## src/rtl/sys_bus_interconnect.sv

```systemverilog
// Shared system bus: arbitrates N hosts onto one bus, decodes to M devices,
// and routes the single-cycle-latency response back to the granted host.
module sys_bus_interconnect #(
  parameter int unsigned NrHosts       = 3,
  parameter int unsigned NrDevices     = 2,
  parameter int unsigned DataWidth     = 32,
  parameter int unsigned AddrWidth     = 32,
  parameter bit          ArbRoundRobin = 1'b0,
  parameter logic [NrDevices*AddrWidth-1:0] DevBase = '0,
  parameter logic [NrDevices*AddrWidth-1:0] DevMask = {NrDevices{AddrWidth'(32'hFFFF)}}
) (
  input  logic                           clk_sys_i,
  input  logic                           rst_sys_ni,
  input  logic [NrHosts-1:0]             host_req_i,
  input  logic [NrHosts-1:0]             host_we_i,
  input  logic [NrHosts*DataWidth/8-1:0] host_be_i,
  input  logic [NrHosts*AddrWidth-1:0]   host_addr_i,
  input  logic [NrHosts*DataWidth-1:0]   host_wdata_i,
  output logic [NrHosts-1:0]             host_gnt_o,
  output logic [NrHosts-1:0]             host_rvalid_o,
  output logic [NrHosts-1:0]             host_err_o,
  output logic [NrHosts*DataWidth-1:0]   host_rdata_o,
  output logic [NrDevices-1:0]           dev_req_o,
  output logic                           dev_we_o,
  output logic [DataWidth/8-1:0]         dev_be_o,
  output logic [AddrWidth-1:0]           dev_addr_o,
  output logic [DataWidth-1:0]           dev_wdata_o,
  input  logic [NrDevices*DataWidth-1:0] dev_rdata_i,
  input  logic [NrDevices-1:0]           dev_err_i
);

  localparam int unsigned BeW   = DataWidth / 8;
  localparam int unsigned HostW = (NrHosts > 1) ? $clog2(NrHosts) : 1;
  localparam int unsigned DevW  = (NrDevices > 1) ? $clog2(NrDevices) : 1;

  logic [HostW-1:0]     r_rr;
  logic                 r_rsp_valid;
  logic [HostW-1:0]     r_rsp_host;
  logic [DevW-1:0]      r_rsp_dev;
  logic                 r_rsp_miss;

  logic                 w_gnt_valid;
  logic [HostW-1:0]     w_gnt_idx;
  logic                 w_we;
  logic [BeW-1:0]       w_be;
  logic [AddrWidth-1:0] w_addr;
  logic [DataWidth-1:0] w_wdata;
  logic                 w_hit;
  logic [DevW-1:0]      w_dev_idx;
  logic [DataWidth-1:0] w_dev_rdata;
  logic                 w_dev_err;
  int                   w_h;

  // Arbitration: descending scan so the last (lowest) candidate wins.
  always_comb begin
    w_gnt_valid = 1'b0;
    w_gnt_idx   = '0;
    w_h         = 0;
    for (int off = int'(NrHosts) - 1; off >= 0; off--) begin
      if (ArbRoundRobin) begin
        w_h = int'(r_rr) + off;
        if (w_h >= int'(NrHosts)) w_h = w_h - int'(NrHosts);
      end else begin
        w_h = off;
      end
      if (host_req_i[w_h]) begin
        w_gnt_valid = 1'b1;
        w_gnt_idx   = HostW'(w_h);
      end
    end
  end

  // Grant vector and request mux onto the shared bus.
  always_comb begin
    host_gnt_o = '0;
    w_we       = 1'b0;
    w_be       = '0;
    w_addr     = '0;
    w_wdata    = '0;
    for (int h = 0; h < int'(NrHosts); h++) begin
      if (w_gnt_valid && (w_gnt_idx == HostW'(h))) begin
        host_gnt_o[h] = 1'b1;
        w_we          = host_we_i[h];
        w_be          = host_be_i[h*BeW +: BeW];
        w_addr        = host_addr_i[h*AddrWidth +: AddrWidth];
        w_wdata       = host_wdata_i[h*DataWidth +: DataWidth];
      end
    end
  end

  // Address decode; lowest matching device wins on overlap.
  always_comb begin
    w_hit     = 1'b0;
    w_dev_idx = '0;
    dev_req_o = '0;
    for (int d = int'(NrDevices) - 1; d >= 0; d--) begin
      if ((w_addr & ~DevMask[d*AddrWidth +: AddrWidth]) == DevBase[d*AddrWidth +: AddrWidth]) begin
        w_hit     = 1'b1;
        w_dev_idx = DevW'(d);
      end
    end
    if (w_gnt_valid && w_hit) dev_req_o[w_dev_idx] = 1'b1;
  end

  assign dev_we_o    = w_we;
  assign dev_be_o    = w_be;
  assign dev_addr_o  = w_addr;
  assign dev_wdata_o = w_wdata;

  // Response tracking and round-robin pointer.
  always_ff @(posedge clk_sys_i or negedge rst_sys_ni) begin
    if (!rst_sys_ni) begin
      r_rr        <= '0;
      r_rsp_valid <= 1'b0;
      r_rsp_host  <= '0;
      r_rsp_dev   <= '0;
      r_rsp_miss  <= 1'b0;
    end else begin
      r_rsp_valid <= w_gnt_valid;
      if (w_gnt_valid) begin
        r_rsp_host <= w_gnt_idx;
        r_rsp_dev  <= w_hit ? w_dev_idx : '0;
        r_rsp_miss <= ~w_hit;
        r_rr       <= (w_gnt_idx == HostW'(NrHosts - 1)) ? '0 : HostW'(w_gnt_idx + 1'b1);
      end
    end
  end

  // Select the responding device's data and error.
  always_comb begin
    w_dev_rdata = '0;
    w_dev_err   = 1'b0;
    for (int d = 0; d < int'(NrDevices); d++) begin
      if (r_rsp_dev == DevW'(d)) begin
        w_dev_rdata = dev_rdata_i[d*DataWidth +: DataWidth];
        w_dev_err   = dev_err_i[d];
      end
    end
  end

  // Route the response to the host that was granted last cycle only.
  always_comb begin
    host_rvalid_o = '0;
    host_err_o    = '0;
    host_rdata_o  = '0;
    for (int h = 0; h < int'(NrHosts); h++) begin
      if (r_rsp_valid && (r_rsp_host == HostW'(h))) begin
        host_rvalid_o[h]                       = 1'b1;
        host_err_o[h]                          = r_rsp_miss | w_dev_err;
        host_rdata_o[h*DataWidth +: DataWidth] = r_rsp_miss ? '0 : w_dev_rdata;
      end
    end
  end

endmodule

```

## config.mk

```make
export PLATFORM = sky130hd
export DESIGN_NAME = sys_bus_interconnect
export DESIGN_NICKNAME = d
export VERILOG_FILES = /design/src/rtl/sys_bus_interconnect.sv
export SDC_FILE = /design/constraint.sdc
export NUM_CORES = 1
export LEC_CHECK = 0
export ABC_AREA = 1
export BUFFER_PORTS_ARGS = -buffer_cell sky130_fd_sc_hd__buf_2
export CORE_AREA = 2 2 178 180
export DETAILED_ROUTE_END_ITERATION = 10
export DIE_AREA = 0 0 180 182
export SKIP_LAST_GASP = 1
export SYNTH_ARGS = -nofsm -noshare
export SYNTH_HDL_FRONTEND = slang
export SYNTH_SLANG_ARGS = --single-unit
```

## constraint.sdc

```tcl
create_clock -name clk_sys_i -period 0.96 [get_ports clk_sys_i]
set_input_delay 0.096 -clock clk_sys_i [delete_from_list [all_inputs] [get_ports clk_sys_i]]
set_output_delay 0.096 -clock clk_sys_i [all_outputs]
set_load 0.02 [all_outputs]
```

==> results of run 1 <==
[what timing repair did]
item                       CTS  global route
cloned                      15             0
hold buffers                 1             0
gates resized for setup    437            86
setup endpoints to repair  179           175
setup buffers               35            21
hold endpoints to repair     4             0
pin swaps                   39            33
[worst register-to-register path, stage by stage, from the launching register on]
cell	delay, ns
dfrtp_1	0.40
buf_4	0.17
nand2_1	0.08
nand3_2	0.07
[state kept, by name, indices dropped and copies added, names as in the netlist]
signal and cells:
r_rsp_host 2, r_rsp_miss 1, r_rsp_valid 1
[final timing paths]
path                                    end  depth (start not counted)  slack [ns]           from
min                              r_rsp_miss                          2        0.22     rst_sys_ni
max reg2reg                      r_rsp_miss                          3        0.13     r_rsp_miss
max in group asynchronous     r_rsp_host[0]                          2        0.61     rst_sys_ni
max                        host_rdata_o[65]                          5       -0.61  r_rsp_host[0]
min reg2reg                      r_rsp_miss                          3        0.71     r_rsp_miss
min in group clk_sys_i          r_rsp_valid                          4        0.31  host_req_i[2]
[placed cells by master (no fill, tap or decap), types with 2 or more instances in the layout]
cell	Yosys	layout
nor3_4	0	3
buf_16	0	12
a21oi_2	1	3
o21ai_0	3	2
nor2_4	0	99
nand2_4	1	84
inv_1	26	13
buf_8	0	7
nand3_4	0	55
nand2_1	257	110
buf_6	4	159
nand2_2	5	67
nand3_1	67	6
clkbuf_16	0	3
nor2_1	121	20
buf_2	8	269
nor2_2	1	4
inv_4	1	2
nand2_8	0	2
dfrtp_2	0	2
clkinv_8	0	2
buf_12	0	38
nand3_2	6	12
inv_2	4	11
buf_4	6	65
dfrtp_1	4	2
[per-layer routing]
metal / wire length (um) / up-vias / track usage (%)
li1: - / 2720 / -
met3: 1700 / 27 / 2.85
met1: 8560 / 2568 / 15.1
met5: 0 / - / 0
met2: 12700 / 316 / 25.8
met4: 608 / 0 / 3.41
[synthesized netlist by cell type, drive strengths merged]
library cell,instances,area share [%]
a21oi,5,1.2
buf,19,5.6
clkbuf,19,3.0
clkinv,1,0.16
conb,1,0.16
dfrtp,4,4.2
inv,31,5.0
nand2,263,42
nand3,73,17
nand4,1,0.26
nor2,123,20
nor3,4,0.84
o21ai,3,0.63
[through the flow]
stage                     setup slack [ns]  util [%]  hold WS (ns)
final                               -0.611      32.2         0.223
after global routing                -0.662      32.2         0.246
after global placement              -0.645      24.2       -0.0974
after floorplan                     -0.422         -        -0.200
after detailed placement            -0.600      24.2       -0.0967
after CTS                           -0.620      31.3         0.236
[logic make-up (layout without fill, tap and decap cells)]
group | after synthesis | after routing
AND/OR/NAND/NOR | 464 | 465
buffers and inverters | 70 | 586
AO/OA/AOI/OAI | 8 | 8
flip-flops | 4 | 4
other | 1 | 1
[power breakdown]
group | leakage, uW | internal [uW] | switching [uW]
Sequential | 0.0000416 | 177 | 10.2
Combinational | 0.00493 | 2050 | 2100
Clock | 0.0000370 | 532 | 114
[final cells by class]
class / count / area share (%)
Timing Repair Buffer: 551 / 48.4
Multi-Input combinational cell: 474 / 43.1
Tap cell: 402 / 5.04
Inverter: 32 / 1.73
Sequential cell: 4 / 1.03
Clock buffer: 3 / 0.752
==> out/qor.txt, run 1 <==
Num ports: 454
Layout cells sized above 1: 85.2%
Clock tree buffer depth: 2
Slew Viols, Final: 0
Antenna Nets Post-Route: 0
Final setup TNS: -78.08 ns
Num rows: 65
Register area share after synthesis: 4.20%
Post-DP Area: 7490 um^2
Sum of routed wire length over all layers: 23600 um
Mux cell area share after synthesis: 0%
Die Ht: 182 um
Critical Path RT: 0.86 ns
Setup ws final: -0.611 ns
Max IR drop VDD: 0.000566 V
Vias/cell: 3.84
Die Wd: 180 um
DRC: 0
CTS tree: yes
Yosys warning count: 0
CP max FO: 11
CP delay by family, top: flip-flops
GP Congestion: 0.812
Finished Cell Area: 9990 um^2
Cells along the critical path: nor3_4 > inv_4 > buf_12 > nor2_4 > buf_4
Inst Count DP: 1409
DRT Pass-1 Iters: 4
Hold WC Path Type: primary input to async pin
Clock skew: 0 ns
FF/Latch Area: 103 um^2
Multi-input gate area: 4300 um^2
Dpl hpwl: 17600 um
Fin crit share: 164%
H-tree Lvls: 1
Diode count: 0
Congestion Overflow GR: 0
Status: finished, violations left
TritonCTS Buffers: 3
Post-Syn Area: 2380 um^2
Nets@finish: 1344
Slowest stage cell, crit path: dfrtp_2
Syn Nets: 825
CP Class: flip-flop to output port
Static Leakage: 0.00501 uW
CP bufs+invs: 3
Total track usage: 13.5%
First-pass GRT wire length: 34000 um
Final Non-Filler Cells: 1466
RSZ-0062 raised after global routing: true
Clock latency on the worst-skew pair: 0.22 ns
Clock sinks: 4
Failing checks: negative setup slack
Core Box Area: 31000 um^2
Die area: 32800 um^2
Simple-gate share of the synthesized area: 80.1%
Post-synthesis compound-gate area fraction: 1.84%
Final setup viols: 175
Power Total: 4980 uW
Post-Synth XOR/XNOR Area: 0%
Post-synthesis adder-cell area fraction: 0%
Vias: 5631
Initial antenna violation count: 0
Initial DRC count: 96
Slowest Stage Delay on Critical Path: 0.44 ns
FMAX: 637 MHz
Mean Syn Cell Area: 4.36 um^2
CP endpoint kind: output port
Synth Register Bits: 4
Clock-pin slew on the worst setup and hold paths: 0.03 ns
Pwr per Cell Area: 499 nW/um^2
Combinational family with the most area after synthesis: simple AND/OR/NAND/NOR gates
Fillers: 3135
Max-cap violations: 0
Wire length per cell: 16.1 um
Fin crit period: 1.57 ns
IO buf count: 419
Mapped Cells: 547
Netlist cell types: 24
Cell at the root of the clock tree: clkbuf_16
Final hold vios: 0
Largest net degree at the start of global routing: 22
Worst setup SP type: flip-flop
Vias in the first global route: 5804
Data arrival, critical path: 1.47 ns
Area growth, synth to finish: 319%
Initial Utilization: 7.70%
Power figures use the tool's default switching activity.
==> run 2: changes to the inputs <==
- REMOVE_ABC_BUFFERS: not set -> 1
==> run 2 against run 1 <==
- the run still ends with negative setup slack left
- non-clock buffer count down 50
- largest cell class unchanged
- register-to-register slack about the same
- worst setup slack better by 0.041 ns
- via count down 2.8%
- final cell count down 3.2%
==> out/qor.txt, run 2 (synthesis gave the netlist of run 1 again) <==
Status: finished, violations left
Failing checks: negative setup slack
GP Congestion: 0.868
Initial Utilization: 7.70%
FMAX: 654 MHz
Max-cap violations: 0
Cell at the root of the clock tree: clkbuf_16
Cells along the critical path: nor3_2 > inv_1 > buf_12 > nor2_1 > buf_4
Fin crit share: 159%
Initial DRC count: 134
Clock tree buffer depth: 2
TritonCTS Buffers: 3
Clock-pin slew on the worst setup and hold paths: 0.03 ns
Data arrival, critical path: 1.43 ns
Most frequent cells in the layout: buf_2, nand2_1, buf_4
Antenna Nets Post-Route: 0
Layout cells sized above 1: 72.1%
Clock skew: 0 ns
Largest register FFs: 2
Worst setup SP type: flip-flop
Clock latency on the worst-skew pair: 0.22 ns
Total track usage: 12.4%
Max IR drop VDD: 0.000373 V
Core Box Area: 31000 um^2
CP Class: flip-flop to output port
Num rows: 65
Die Wd: 180 um
Wire length per cell: 17.3 um
P_int: 2300 uW
Die area: 32800 um^2
Sum of routed wire length over all layers: 24500 um
First-pass GRT wire length: 30600 um
Largest net degree at the start of global routing: 34
Hold WC Path Type: primary input to async pin
Top flop regs: r_rsp_host (2), r_rsp_miss (1), r_rsp_valid (1)
Dpl hpwl: 19300 um
Vias/cell: 3.86
H-tree Lvls: 1
Slew Viols, Final: 0
Static Leakage: 0.00437 uW
Area growth, synth to finish: 227%
Initial antenna violation count: 12
Critical Path RT: 0.86 ns
Vias in the first global route: 4978
CTS tree: yes
Final setup viols: 174
Nets@finish: 1293
Congestion Overflow GR: 0
Die Ht: 182 um
Fillers: 3361
Num ports: 454
Slowest Stage Delay on Critical Path: 0.39 ns
DRC: 0
Clock sinks: 4
Worst reg2reg path startpoint: r_rsp_host[1]
IO buf count: 419
Vias: 5473
CP max FO: 33
Combinational fraction of design power: 79.9%
CP delay by family, top: buffers and inverters
R2R cell count: 3
CP bufs+invs: 3
Slowest stage cell, crit path: dfrtp_1
Pre-CTS WS: -0.787 ns
Power Total: 4130 uW
RSZ-0062 raised after global routing: true
FF-to-FF End: r_rsp_host[1]
Clock network power share: 15.6%
Final setup TNS: -81.12 ns
Sw Share: 44.3%
CP endpoint kind: output port
DRT Pass-1 Iters: 4
Setup ws final: -0.569 ns
Fin crit period: 1.53 ns
Commonest non-fill, non-tap cell in the layout: buf_2
Portion of total power attributed to sequential cells: 4.4%
Switch Pwr: 1830 uW
Pwr per Cell Area: 528 nW/um^2
Final hold vios: 0
R2R setup slack: 0.14 ns
Register name with the most flops: r_rsp_host
==> run 2: cell types whose count changed in the layout (fill, tap and decap cells not counted), sizes merged <==
cell    before  now
diode        0    4
inv         28   29
clkbuf       3   11
nor2       124  123
clkinv       4    3
buf        550  492
==> run 2: worst max-delay path by stage <==
| stage | startpoint | end | slack [ns] | cells after the start |
|---|---|---|---|---|
| 5_1_grt | r_rsp_host[1] | host_rdata_o[21] | -0.63 | 5 |
| 3_3_place_gp | host_req_i[0] | r_rsp_miss | -0.80 | 12 |
| 4_1_cts | host_req_i[0] | r_rsp_miss | -0.56 | 12 |
| 3_5_place_dp | host_req_i[0] | r_rsp_miss | -0.79 | 12 |
| 2_1_floorplan | r_rsp_host[1] | host_err_o[1] | -1.01 | 3 |
| 6_report | r_rsp_host[1] | host_rdata_o[21] | -0.57 | 5 |
==> run 2: timing repair <==
item	CTS	global route
setup buffers	4	22
gates cloned	0	10
gates resized for setup	116	511
hold buffers	1	0
pin swaps	1	35
setup endpoints to repair	178	178
endpoints found under the hold margin	4	0
==> run 2: power by group through the flow <==
stage | Clock, uW | Combinational, uW | Sequential, uW
floorplan | 0 | 911 | 181
global placement | 0 | 2230 | 181
detailed placement | 0 | 2250 | 182
CTS | 652 | 2300 | 182
global route | 675 | 3530 | 183
finish | 645 | 3300 | 182
==> run 2: per-stage QoR <==
stage	hold slack [ns]	area, um^2	util (%)	std cells
4_1_cts	0.213	5710	18.4	1388
6_report	0.209	7810	25.2	1419
2_1_floorplan	-0.200	2180	-	509
3_3_place_gp	-0.0934	5280	17.0	1380
3_5_place_dp	-0.0940	5280	17.0	1380
5_1_grt	0.228	7800	25.2	1417
==> run 2: layout make-up <==
cell class / count / area, um^2 / area share (%)
diodes: 4 / 10.0 / 0.128
clock buffers: 3 / 75.1 / 0.961
inverters: 32 / 155 / 1.99
multi-input cells: 473 / 3040 / 39.0
flip-flops and latches: 4 / 100 / 1.28
well taps: 402 / 503 / 6.44
repair buffers: 501 / 3920 / 50.2
==> run 2: worst register-to-register path, stage by stage, from the launching register on <==
cell and delay, ns:
dfrtp_1 0.38, inv_1 0.08, buf_4 0.13, o21ai_0 0.15
==> run 2: layer usage <==
metal	vias up	global-route usage, %	routed length, um
li1	2610	-	-
met1	2492	12.3	8000
met2	310	24.1	13200
met3	47	5.58	2660
met4	14	1.66	541
met5	-	0	90
